**src/rtl/alu_cmd_sequencer_if.sv**
```systemverilog
// rtl/alu_cmd_sequencer_if.sv - command, ALU and response signal bundle for alu_cmd_sequencer
interface alu_cmd_sequencer_if;
    logic        cmd_valid;
    logic        cmd_ready;
    logic [1:0]  cmd_op;
    logic [7:0]  cmd_a;
    logic [7:0]  cmd_b;
    logic        cmd_use_acc;

    logic [7:0]  intop1;
    logic [7:0]  intop2;
    logic [1:0]  opcode;
    logic [7:0]  alu_result;
    logic [15:0] alu_product;
    logic        alu_carry;
    logic        alu_overflow;

    logic        rsp_valid;
    logic        rsp_ready;
    logic [15:0] rsp_data;
    logic [1:0]  rsp_op;
    logic        rsp_carry;
    logic        rsp_overflow;
    logic [7:0]  ovf_count;

    modport slave (
        input  cmd_valid, cmd_op, cmd_a, cmd_b, cmd_use_acc,
        output cmd_ready,
        output intop1, intop2, opcode,
        input  alu_result, alu_product, alu_carry, alu_overflow,
        output rsp_valid, rsp_data, rsp_op, rsp_carry, rsp_overflow, ovf_count,
        input  rsp_ready
    );

    modport master (
        output cmd_valid, cmd_op, cmd_a, cmd_b, cmd_use_acc,
        input  cmd_ready,
        input  intop1, intop2, opcode,
        output alu_result, alu_product, alu_carry, alu_overflow,
        input  rsp_valid, rsp_data, rsp_op, rsp_carry, rsp_overflow, ovf_count,
        output rsp_ready
    );
endinterface

```
**src/rtl/alu_cmd_sequencer.sv**
```systemverilog
// rtl/alu_cmd_sequencer.sv - command FIFO and issue/response sequencer in front of the 8-bit ALU
module alu_cmd_sequencer #(
    parameter int DEPTH = 4
) (
    input  logic                 clk,
    input  logic                 rst,
    alu_cmd_sequencer_if.slave   bus
);
    localparam int AW = $clog2(DEPTH);
    localparam int CW = AW + 1;

    typedef enum logic [1:0] {
        S_IDLE = 2'd0,
        S_EXEC = 2'd1,
        S_RESP = 2'd2
    } state_t;

    typedef struct packed {
        logic       use_acc;
        logic [1:0] op;
        logic [7:0] a;
        logic [7:0] b;
    } cmd_t;

    cmd_t          r_mem [DEPTH];
    logic [AW-1:0] r_wr_ptr;
    logic [AW-1:0] r_rd_ptr;
    logic [CW-1:0] r_count;

    state_t        r_state;
    state_t        w_state_nxt;

    logic [7:0]    r_intop1;
    logic [7:0]    r_intop2;
    logic [1:0]    r_opcode;
    logic [7:0]    r_acc;
    logic          r_rsp_valid;
    logic [15:0]   r_rsp_data;
    logic [1:0]    r_rsp_op;
    logic          r_rsp_carry;
    logic          r_rsp_overflow;
    logic [7:0]    r_ovf_count;

    logic          w_full;
    logic          w_empty;
    logic          w_push;
    logic          w_pop;
    logic          w_capture;
    logic          w_rsp_done;
    cmd_t          w_cmd_in;
    cmd_t          w_head;
    logic [15:0]   w_rsp_data;

    assign w_full     = (r_count == CW'(DEPTH));
    assign w_empty    = (r_count == '0);
    assign w_push     = bus.cmd_valid && !w_full;
    assign w_cmd_in   = '{use_acc: bus.cmd_use_acc, op: bus.cmd_op, a: bus.cmd_a, b: bus.cmd_b};
    assign w_head     = r_mem[r_rd_ptr];
    assign w_rsp_data = (r_opcode == 2'b11) ? bus.alu_product : {8'h00, bus.alu_result};

    always_ff @(posedge clk) begin
        if (w_push) begin
            r_mem[r_wr_ptr] <= w_cmd_in;
        end
    end

    // Pointers are AW bits wide, so they wrap modulo DEPTH on their own.
    always_ff @(posedge clk) begin
        if (rst) begin
            r_wr_ptr <= '0;
            r_rd_ptr <= '0;
            r_count  <= '0;
        end else begin
            if (w_push) begin
                r_wr_ptr <= r_wr_ptr + 1'b1;
            end
            if (w_pop) begin
                r_rd_ptr <= r_rd_ptr + 1'b1;
            end
            case ({w_push, w_pop})
                2'b10:   r_count <= r_count + 1'b1;
                2'b01:   r_count <= r_count - 1'b1;
                default: r_count <= r_count;
            endcase
        end
    end

    always_ff @(posedge clk) begin
        if (rst) begin
            r_state <= S_IDLE;
        end else begin
            r_state <= w_state_nxt;
        end
    end

    always_comb begin
        w_state_nxt = r_state;
        w_pop       = 1'b0;
        w_capture   = 1'b0;
        w_rsp_done  = 1'b0;
        case (r_state)
            S_IDLE: begin
                if (!w_empty) begin
                    w_pop       = 1'b1;
                    w_state_nxt = S_EXEC;
                end
            end
            S_EXEC: begin
                w_capture   = 1'b1;
                w_state_nxt = S_RESP;
            end
            S_RESP: begin
                if (r_rsp_valid && bus.rsp_ready) begin
                    w_rsp_done = 1'b1;
                    if (!w_empty) begin
                        w_pop       = 1'b1;
                        w_state_nxt = S_EXEC;
                    end else begin
                        w_state_nxt = S_IDLE;
                    end
                end
            end
            default: begin
                w_state_nxt = S_IDLE;
            end
        endcase
    end

    // acc is written at the capture edge, so a chained pop in RESP already sees the new value.
    always_ff @(posedge clk) begin
        if (rst) begin
            r_intop1       <= '0;
            r_intop2       <= '0;
            r_opcode       <= '0;
            r_acc          <= '0;
            r_rsp_valid    <= 1'b0;
            r_rsp_data     <= '0;
            r_rsp_op       <= '0;
            r_rsp_carry    <= 1'b0;
            r_rsp_overflow <= 1'b0;
            r_ovf_count    <= '0;
        end else begin
            if (w_pop) begin
                r_intop1 <= w_head.use_acc ? r_acc : w_head.a;
                r_intop2 <= w_head.b;
                r_opcode <= w_head.op;
            end
            if (w_capture) begin
                r_rsp_valid    <= 1'b1;
                r_rsp_data     <= w_rsp_data;
                r_rsp_op       <= r_opcode;
                r_rsp_carry    <= bus.alu_carry;
                r_rsp_overflow <= bus.alu_overflow;
                r_acc          <= w_rsp_data[7:0];
                if (bus.alu_overflow && (r_ovf_count != 8'hFF)) begin
                    r_ovf_count <= r_ovf_count + 8'd1;
                end
            end
            if (w_rsp_done) begin
                r_rsp_valid <= 1'b0;
            end
        end
    end

    assign bus.cmd_ready    = !w_full;
    assign bus.intop1       = r_intop1;
    assign bus.intop2       = r_intop2;
    assign bus.opcode       = r_opcode;
    assign bus.rsp_valid    = r_rsp_valid;
    assign bus.rsp_data     = r_rsp_data;
    assign bus.rsp_op       = r_rsp_op;
    assign bus.rsp_carry    = r_rsp_carry;
    assign bus.rsp_overflow = r_rsp_overflow;
    assign bus.ovf_count    = r_ovf_count;
endmodule

```
**src/flat_wrapper.sv**
```systemverilog
// flat-port wrapper written by rule: the top's interface ports become plain ports
module alu_cmd_sequencer_flat 
#(
    parameter int DEPTH = 4
)
  (clk, rst, bus_cmd_valid, bus_cmd_op, bus_cmd_a, bus_cmd_b, bus_cmd_use_acc, bus_cmd_ready, bus_intop1, bus_intop2, bus_opcode, bus_alu_result, bus_alu_product, bus_alu_carry, bus_alu_overflow, bus_rsp_valid, bus_rsp_data, bus_rsp_op, bus_rsp_carry, bus_rsp_overflow, bus_ovf_count, bus_rsp_ready);
  alu_cmd_sequencer_if bus_i ();
  input  logic clk;
  input  logic rst;
  input wire logic [$bits(bus_i.cmd_valid)-1:0] bus_cmd_valid;
  input wire logic [$bits(bus_i.cmd_op)-1:0] bus_cmd_op;
  input wire logic [$bits(bus_i.cmd_a)-1:0] bus_cmd_a;
  input wire logic [$bits(bus_i.cmd_b)-1:0] bus_cmd_b;
  input wire logic [$bits(bus_i.cmd_use_acc)-1:0] bus_cmd_use_acc;
  output wire logic [$bits(bus_i.cmd_ready)-1:0] bus_cmd_ready;
  output wire logic [$bits(bus_i.intop1)-1:0] bus_intop1;
  output wire logic [$bits(bus_i.intop2)-1:0] bus_intop2;
  output wire logic [$bits(bus_i.opcode)-1:0] bus_opcode;
  input wire logic [$bits(bus_i.alu_result)-1:0] bus_alu_result;
  input wire logic [$bits(bus_i.alu_product)-1:0] bus_alu_product;
  input wire logic [$bits(bus_i.alu_carry)-1:0] bus_alu_carry;
  input wire logic [$bits(bus_i.alu_overflow)-1:0] bus_alu_overflow;
  output wire logic [$bits(bus_i.rsp_valid)-1:0] bus_rsp_valid;
  output wire logic [$bits(bus_i.rsp_data)-1:0] bus_rsp_data;
  output wire logic [$bits(bus_i.rsp_op)-1:0] bus_rsp_op;
  output wire logic [$bits(bus_i.rsp_carry)-1:0] bus_rsp_carry;
  output wire logic [$bits(bus_i.rsp_overflow)-1:0] bus_rsp_overflow;
  output wire logic [$bits(bus_i.ovf_count)-1:0] bus_ovf_count;
  input wire logic [$bits(bus_i.rsp_ready)-1:0] bus_rsp_ready;
  assign bus_i.cmd_valid = bus_cmd_valid;
  assign bus_i.cmd_op = bus_cmd_op;
  assign bus_i.cmd_a = bus_cmd_a;
  assign bus_i.cmd_b = bus_cmd_b;
  assign bus_i.cmd_use_acc = bus_cmd_use_acc;
  assign bus_cmd_ready = bus_i.cmd_ready;
  assign bus_intop1 = bus_i.intop1;
  assign bus_intop2 = bus_i.intop2;
  assign bus_opcode = bus_i.opcode;
  assign bus_i.alu_result = bus_alu_result;
  assign bus_i.alu_product = bus_alu_product;
  assign bus_i.alu_carry = bus_alu_carry;
  assign bus_i.alu_overflow = bus_alu_overflow;
  assign bus_rsp_valid = bus_i.rsp_valid;
  assign bus_rsp_data = bus_i.rsp_data;
  assign bus_rsp_op = bus_i.rsp_op;
  assign bus_rsp_carry = bus_i.rsp_carry;
  assign bus_rsp_overflow = bus_i.rsp_overflow;
  assign bus_ovf_count = bus_i.ovf_count;
  assign bus_i.rsp_ready = bus_rsp_ready;
  alu_cmd_sequencer #(.DEPTH(DEPTH)) u_core (.clk(clk), .rst(rst), .bus(bus_i));
endmodule
```
**config.mk**
```make
export PLATFORM = sky130hd
export DESIGN_NAME = alu_cmd_sequencer_flat
export DESIGN_NICKNAME = d
export VERILOG_FILES = /design/src/rtl/alu_cmd_sequencer_if.sv /design/src/rtl/alu_cmd_sequencer.sv /design/src/flat_wrapper.sv
export SDC_FILE = /design/constraint.sdc
export NUM_CORES = 1
export LEC_CHECK = 0
export ABC_AREA = 1
export ABC_CLOCK_PERIOD_IN_PS = 2200
export CAP_MARGIN = 30
export CORE_MARGIN = 2
export CORE_UTILIZATION = 45
export DETAILED_ROUTE_END_ITERATION = 7
export PLACE_DENSITY = 0.7
export SYNTH_ARGS = -nofsm -noshare
export SYNTH_HDL_FRONTEND = slang
export SYNTH_SLANG_ARGS = --single-unit
```
**constraint.sdc**
```tcl
create_clock -name clk -period 2.2 [get_ports clk]
set_input_delay 0.44 -clock clk [delete_from_list [all_inputs] [get_ports clk]]
set_output_delay 0.44 -clock clk [all_outputs]
set_load 0.05 [all_outputs]
```
==> Word-level counts from Yosys, hierarchy flattened <==
Memory sizes are Yosys's and may differ from the RTL's. A register that Yosys moved wholly into a read port is not among the register bits.
Index checks and enable logic that the tools add are counted.
{ "word_totals": {"register_bits": 64, "mem_bits_rw": 76, "input_bits": 49, "out_inout_bits": 48, "word_cells": 56, "n_memories": 1} }
{ "op_classes": {"add_sub_neg": 5, "eq_ne": 9, "mux": 17, "reduce_logical": 10} }
{ "mem_list": {"columns": ["memory", "depth", "width", "read_ports", "rd_ports_with_merged_regs", "wr", "line_no", "source"], "rows": [
  ["u_core.r_mem", 4, 19, 1, 1, 1, "alu_cmd_sequencer.sv:25", "cmd_t r_mem [DEPTH];"]
]} }
{ "ops": {"columns": ["operator", "n"], "rows": [
  ["$mux W16", 1],
  ["$add A8 B1 Y8 const B", 1],
  ["$mux W1", 8],
  ["$mux W2", 4],
  ["$mux W8", 1],
  ["$ne A8 B8 Y1 const B", 1],
  ["$eq A2 B2 Y1 const B", 3],
  ["$pmux W2 S3", 1],
  ["$pmux W3 S2", 1],
  ["$add A2 B1 Y2 const B", 2],
  ["$eq A2 B1 Y1 const B", 2],
  ["$reduce_and A2 Y1", 2],
  ["$add A3 B1 Y3 const B", 1],
  ["$eq A3 B3 Y1 const B", 1],
  ["$logic_and A1 B1 Y1", 3],
  ["$logic_not A3 Y1", 1],
  ["$sub A3 B1 Y3 const B", 1],
  ["$logic_not A2 Y1", 1],
  ["$ne A2 B1 Y1 const B", 1],
  ["$ne A2 B2 Y1 const B", 1],
  ["$pmux W1 S2", 1],
  ["$reduce_bool A2 Y1", 1],
  ["$reduce_or A2 Y1", 1],
  ["$logic_not A1 Y1", 1]
]} }

==> Logic depth before layout (Yosys ltp) <==
Gate-level depths: netlist of the first run.
{ "depth": {"depth_word": 6, "depth_mapped": 13, "depth_no_buf": 12} }

==> Worst setup path before layout of the first run <==
No wires, ideal clock.
{ "synth_path": {"path_kind": "register -> register", "from": "register u_core.r_count[1]", "to": "memory u_core.r_mem[0][0] (netlist bit) (enable)", "setup_ps": 395, "arrival_time_ps": 1968, "t_required_ps": 1805, "slack_ps": -163, "stages_incl_launch_ff": 5, "n_path_buf": 0, "period_less_slack_ps": 2363, "path_cell_list": "dfxtp_1 inv_1 nand3_1 nand2_1 nor2_1"} }
{ "synth_via": {"elab_chain_len": 5} }
{ "synth_lines": {"columns": ["item", "line_no", "source"], "rows": [
  ["start: declaration", "alu_cmd_sequencer.sv:28", "logic [CW-1:0] r_count;"],
  ["start signal: assignment", "alu_cmd_sequencer.sv:81", "2'b10: r_count <= r_count + 1'b1;"],
  ["start signal: assignment", "alu_cmd_sequencer.sv:82", "2'b01: r_count <= r_count - 1'b1;"],
  ["start signal: assignment", "alu_cmd_sequencer.sv:83", "default: r_count <= r_count;"],
  ["$eq A3 B3 Y1", "alu_cmd_sequencer.sv:54", "assign w_full = (r_count == CW'(DEPTH));"],
  ["$logic_not A1 Y1", null, null],
  ["named net bus_cmd_ready", "flat_wrapper.sv:15", "output wire logic [$bits(bus_i.cmd_ready)-1:0] bus_cmd_ready;"],
  ["$logic_and A1 B1 Y1", "alu_cmd_sequencer.sv:56", "assign w_push = bus.cmd_valid && !w_full;"],
  ["$mux W1", "alu_cmd_sequencer.sv:62", "if (w_push) begin"],
  ["$mux W1 (implied by the code)", "alu_cmd_sequencer.sv:63", "r_mem[r_wr_ptr] <= w_cmd_in;"],
  ["end: declaration", "alu_cmd_sequencer.sv:25", null]
]} }
The timed path passes the listed nets, and every way through them passes these cells.

==> Worst setup path in the final report of the first run <==
{ "layout_path": {"from": "register u_core.r_ovf_count[2], in the netlist u_core.bus.ovf_count[2]", "to": "output bus_ovf_count[2]"} }
{ "layout_lines": {"columns": ["item", "line_no", "source"], "rows": [
  ["start: declaration", "alu_cmd_sequencer.sv:42", "logic [7:0] r_ovf_count;"],
  ["start signal: assignment", "alu_cmd_sequencer.sv:156", "r_ovf_count <= r_ovf_count + 8'd1;"],
  ["end: declaration", "flat_wrapper.sv:28", "output wire logic [$bits(bus_i.ovf_count)-1:0] bus_ovf_count;"]
]} }
No word-level cell between the ends.

==> impl_results.md, run 1 <==
* Status: complete, no violations
* Top delay family on crit path: buffers and inverters
* Clock Skew at about 0.0077 ns
* Syn nets at ~610
* Layout cells sized above 1 at 0.100
* Critical path data required time at 1.76 ns
* HP Start: u_core.bus.rsp_overflow
* Worst setup EP type: output pin
* CTS max path bufs at 2
* Grt total ovfl at 0
* Dpl ws at -0.0802 ns
* Worst IR Drop VDD at 579 uV
* First-pass GRT wire length at ~20000 um
* Post-cts resize count at 0
* FF-to-FF setup slack at 0.44 ns
* Top cells by count, synth: nor2_1, nand2_1, edfxtp_1, dfxtp_1, o21ai_0
* IO Port Bufs at 96
* Depth of the most critical reg-to-reg path at 11
* Critical path class: reg2out
* Unique cell type count in the Yosys netlist at 30
* Total power at a little under 10 mW
* Largest net degree at the start of global routing at 39
* Fmax at 0.475 GHz
* Delay of the slowest critical-path stage at about 0.84 ns
* Initial Utilization at 0.457
* Nets at 713
* Worst-Margin Slew at between 0.5 and 0.6 ns
* Post-DR wirelength/cell at about 15 um
* Ant diodes at 0
* Hold WC Path Type: reg2reg
* CTS Root Cell: clkbuf_16
* Setup TNS at 0 ns
* Ys flop type: edfxtp_1
* Startpoint types: flop
* Worst-path clk slew at 0.06 ns
* Fin. max-slew vios at 0
* Chip Height at approximately 110 um
* Placed Area at around 6600 um2
* Via count at between 4000 and 5000
* Full die area at between 10000 and 15000 um2
* Post-synth EDFFs at 76
* Sequential element share of the synthesized area at 0.633
* Most common cell in the netlist: nor2_1
* Boundary Pins at 97
* Worst Path Max Fanout at 6
* Clock sink count at approximately 130
* ANT nets after route at 0
* Pre-Repair DR Iteration Count at 5
* RR Endpoint: u_core.r_count[2]
* Total wire length at 12200 um
* Top cells by area, synth: edfxtp_1, dfxtp_1, nor2_1
* Rows at 40
* Cell area after synthesis at about 5400 um2
* MaxCap Viol Count at 0
* Synth top area share at 0.419
* Fin crit share at 0.956
* Worst r2r src: u_core.r_count[1]
* Chip width at approximately 110 um
* Avg Cell Area, Syn at 9.88 um2
* Via density per instance at approximately 5.1
* CTS Hold Buffers Added at 0
* Slew Limit Headroom at 0.645
* Post-Syn Instances at about 550
* Async SR Flop Fraction at 0
* Post-CTS setup buffers at 0
* Gp weighted congestion at approximately 0.84
* CTS tree: yes
* Fin. Hold Viols at 0
* Critical Path AT at roughly 1.7 ns
* Static Leak at ~2.7 nW
* P per Cell Area at around 1300 nW/um2
* CTS H-tree lvls at 4
* Max Used Layer: met4
* Setup ws final at approximately 0.096 ns
* Worst skew pair latency at about 0.41 ns
* Worst path cell trace: clkdlybuf4s50_1
* Final instance area at roughly 7000 um2
* Hold Path Sink: u_core.bus.rsp_overflow
* Vias in the first global route at about 4000
* CP bufs+invs at 1
* DR iter-0 viols at approximately 280
* Total track usage at 0.197
* Met1 WL at ~5400 um
* Estimated wirelength of the detail-placed design at 7900 um
* Hold depth at 2
* Initial antenna violation count at 0
* Core Footprint at 11900 um2
* Inserted Clock Buffers at 17
* RSZ-0062 raised after global routing: no
* Min Tclk post-route at 2.10 ns
* Syn-to-layout area delta at 31.9%
* Yosys warns at 0
* Seq cells post-synth at 134
* Setup Viol. Count Final at 0
* Remaining DRCs at 0
* CP max stage cell: clkdlybuf4s50_1
* Met3 WL post-DR at around 610 um
* Largest area contributor in the netlist: edfxtp_1
* WL met2 at around 6000 um
final cells by class:
| class | count | area [um2] |
|---|---|---|
| clock buffer | 26 | 536 |
| clock inverter | 6 | 37.5 |
| fill | 975 | 4730 |
| inverter | 29 | 111 |
| multi-input combinational | 363 | 1720 |
| sequential | 134 | 3440 |
| tap | 147 | 184 |
| timing repair buffer | 112 | 1150 |
layer usage:
metal	GRT usage	up-vias
met5	0	-
met4	0.0667	0
met3	0.0430	10
met2	0.326	101
met1	0.257	1976
li1	-	2073
layout by cell type (no fill, tap or decap), types with 2 or more instances in the layout:
master and count:
ha_1 6, clkdlybuf4s50_1 95, clkinv_2 3, inv_1 24, clkbuf_16 19, nand4_1 5, nor2_2 2, nor3_1 2
a22oi_1 8, nand2_2 7, a21oi_1 29, o21ai_1 13, nand2_1 89, o21ai_0 53, inv_4 2, nand3_1 31
nand3_2 4, inv_2 4, clkbuf_8 3, clkbuf_1 3, edfxtp_1 76, buf_12 5, nor2_1 107, dfxtp_1 57
buf_4 11
worst max path at each step:
stage / from / to / slack [ns] / cells past startpoint
floorplan: u_core.r_count[1] / u_core.r_mem[0][0] / 0.09 / 4
global placement: bus_rsp_ready / u_core.r_count[2] / -0.03 / 13
detailed placement: bus_rsp_ready / u_core.r_count[2] / -0.08 / 13
CTS: u_core.r_count[1] / bus_cmd_ready / 0.005 / 3
global route: u_core.bus.ovf_count[5] / bus_ovf_count[5] / 0.04 / 1
finish: u_core.bus.ovf_count[2] / bus_ovf_count[2] / 0.1 / 1
through the flow:
step                instances  utilization  hold slack, ns
floorplan                 551            -           0.442
global placement          785        0.555           0.451
detailed placement        785        0.555           0.466
CTS                       817        0.603           0.480
global route              817        0.603           0.505
finish                    817        0.603           0.475
power by group:
part           internal (mW)  switching, mW  total, mW  leakage [nW]
Clock                   1.68          0.997       2.67         0.285
Sequential              3.08          0.254       3.34          1.17
Combinational           1.20           2.45       3.65          1.23
Total                   5.96           3.70       9.66          2.69
flip-flops by register name (all words and copies together) (netlist names), 3 cells and up, named ones only:
register,flops
u_core.bus.intop1,8
u_core.bus.ovf_count,8
u_core.bus.intop2,8
u_core.bus.rsp_data,16
u_core.r_count,3
u_core.r_mem,76
kinds of logic (layout without fill, tap and decap cells):
logic type                 count (synthesis)  count (layout)  synth area share
DFF                                      134             134             0.633
xor gates and xnor gates                   1               1           0.00161
AOI/OAI and AO/OA                        104             104            0.0995
and+or+nand+nor                          251             251             0.197
adders and majority gates                  7               7            0.0175
buffers and inverters                     54             173            0.0520
No activity file was read; power rests on OpenSTA's default activity.
==> run 2, diff against run 1 <==
Settings changed: ABC_CLOCK_PERIOD_IN_PS 2200 to unset, PLACE_DENSITY 0.7 to 0.8.
==> run 2 against run 1 <==
  * First-iteration DRC count up 7.0%
  * Sequential power about the same
  * Wire length is 0.19% lower
  * Non-clock buffer count down 2
  * Combinational power shrank 2%
==> impl_results.md, run 2 (synthesis results as in run 1) <==
* Setup Viol. Count Final at 0 (unchanged)
* Number of flip-flops in the largest register at 76 (unchanged)
* Startpoint types: flop
* Worst Path Max Fanout at 6 (unchanged)
* Boundary Pins at 97 (unchanged)
* CP max stage cell: clkdlybuf4s50_1
* Setup TNS at 0 ns (unchanged)
* Total track usage at 0.193 (-0.00384)
* P per Cell Area at 1350 nW/um2 (+0.68%)
* Fin. max-slew vios at 0 (unchanged)
* First-pass GRT wire length at 19600 um (-1.4%)
* Fin crit share at 0.962 (+0.00584)
* DR iter-0 viols at 304 (+7.0%)
* Critical path class: reg2out
* Slew Limit Headroom at 0.578 (-0.0675)
* Final instance area at 7150 um2 (-0.38%)
* Reg power frac at 0.346 (about the same)
* Commonest non-fill, non-tap cell in the layout: nor2_1
* CTS tree: yes
* Vias in the first global route at 4193 (+4.0%)
* Fmax at 0.472 GHz (-0.61%)
* Via count at 4251 (+2.2%)
* Core Footprint at 11900 um2 (unchanged)
* Worst skew pair latency at 0.41 ns (about the same)
* Largest net degree at the start of global routing at 39 (unchanged)
* Estimated wirelength of the detail-placed design at 8030 um (+1.7%)
* Static Leak at 2.67 nW (-0.68%)
* Placed Area at 6570 um2 (-0.61%)
* RSZ-0062 raised after global routing: no
* Delay of the slowest critical-path stage at 0.84 ns (about the same)
* Remaining DRCs at 0 (unchanged)
* Rows at 40 (unchanged)
* Chip width at 114 um (unchanged)
* Nets at 711 (-0.28%)
* CP bufs+invs at 1 (unchanged)
* Fill cells at 957 (-1.8%)
* Top reg by flops: u_core.r_mem
* Register Area at 3440 um2 (unchanged)
* Via density per instance at 5.22 (+2.4%)
* Worst IR Drop VDD at 475 uV (-18%)
* Min Tclk post-route at 2.12 ns (+0.0128 ns)
* Logic pwr share at 0.371 (-0.007)
* ANT nets after route at 0 (unchanged)
* CTS Root Cell: clkbuf_16
* Most frequent cells in the layout: nor2_1, clkdlybuf4s50_1, nand2_1
* CTS H-tree lvls at 4 (unchanged)
* CTS max path bufs at 2 (unchanged)
* MaxCap Viol Count at 0 (unchanged)
* Worst setup EP type: output pin
* Switch Pwr at 3.71 mW (+0.27%)
* Hold WC Path Type: reg2reg
* Top delay family on crit path: buffers and inverters
* Status: complete, no violations
* Layout cells sized above 1 at 0.0988 (-0.00120)
* Fin. Hold Viols at 0 (unchanged)
* Setup ws final at 0.0830 ns (-0.0128 ns)
* Non-filler cells, final at 815 (-0.24%)
* FF-to-FF setup slack at 0.42 ns (-0.02 ns)
* Multi-input combinational cell area at 1720 um2 (unchanged)
* Final hold slack at 0.483 ns (+0.00731 ns)
* Critical Path AT at 1.68 ns (+0.02 ns)
* Clock Skew at 0.00891 ns (+0.00125 ns)
* IO Port Bufs at 96 (unchanged)
* Inserted Clock Buffers at 17 (unchanged)
* Full die area at 13000 um2 (unchanged)
* Worst path cell trace: clkdlybuf4s50_1
* Dpl ws at -0.152 ns (-0.0714 ns)
* Initial antenna violation count at 0 (unchanged)
* Sw Ratio at 0.383 (about the same)
* Initial Utilization at 0.457 (unchanged)
* Cell Count Post-Placement at 783 (-0.25%)
* Total wire length at 12200 um (-0.19%)
* Worst-path clk slew at 0.06 ns (about the same)
* CTS Hold Buffers Added at 0 (unchanged)
* Post-Route Utilization at 0.601 (-0.00231)
* Ant diodes at 0 (unchanged)
* Clock sink count at 134 (unchanged)
* Pre-Repair DR Iteration Count at 5 (unchanged)
* Internal power at 5.98 mW (+0.31%)
* Critical path data required time at 1.76 ns (about the same)
* Syn-to-layout area delta at 31.4%
* Gp weighted congestion at 0.830 (-1.7%)
* Post-DR wirelength/cell at 14.9 um (about the same)
* Clk pwr share at 0.283 (+0.006)
* Total power at 9.69 mW (+0.30%)
* Worst-Margin Slew at 0.633 ns (+0.101 ns)
* Chip Height at 114 um (unchanged)
* Grt total ovfl at 0 (unchanged)
## run 2: cell count changes in the layout (fill, tap and decap cells not counted)
cell	before	now
inv_4	2	1
bufinv_16	0	2
clkbuf_4	1	0
buf_12	5	3
clkbuf_1	3	2
clkbuf_16	19	17
clkinv_4	0	3
clkbuf_8	3	2
clkinvlp_4	1	2
## run 2: routing by layer
layer,vias up,part of all wire,global-route usage
met5,-,0,0
met4,0,0.013,0.0748
met3,15,0.063,0.0494
met2,164,0.50,0.326
met1,2003,0.43,0.238
li1,2069,-,-
## run 2: worst paths after layout
| kind | from | depth (start not counted) | endpoint |
|---|---|---|---|
| worst max register to register | u_core.r_count[1] | 11 | u_core.r_count[2] |
| worst min register to register | u_core.bus.rsp_overflow | 2 | u_core.bus.rsp_overflow |
| worst max-delay path | u_core.bus.ovf_count[0] | 1 | bus_ovf_count[0] |
| worst min-delay path | u_core.bus.rsp_overflow | 2 | u_core.bus.rsp_overflow |
## run 2: power by group through the flow
stage	Clock [mW]	Sequential, mW	Combinational (mW)
CTS	2.76	3.35	3.61
global route	2.90	3.40	3.94
detailed placement	0	3.39	3.58
global placement	0	3.38	3.49
finish	2.74	3.35	3.59
floorplan	0	4.04	1.93
## run 2: area by class of cell
type / instances / area share
clock buffer: 21 / 0.0644
sequential: 134 / 0.482
tap: 147 / 0.0257
timing repair buffer: 110 / 0.155
inverter: 29 / 0.0156
multi-input combinational: 363 / 0.241
clock inverter: 11 / 0.0175
## run 2: what timing repair did
| item | CTS | global route |
|---|---|---|
| gates resized for setup | 0 | 1 |
| endpoints found under the setup margin | 0 | 1 |
| buffers inserted | 0 | 0 |
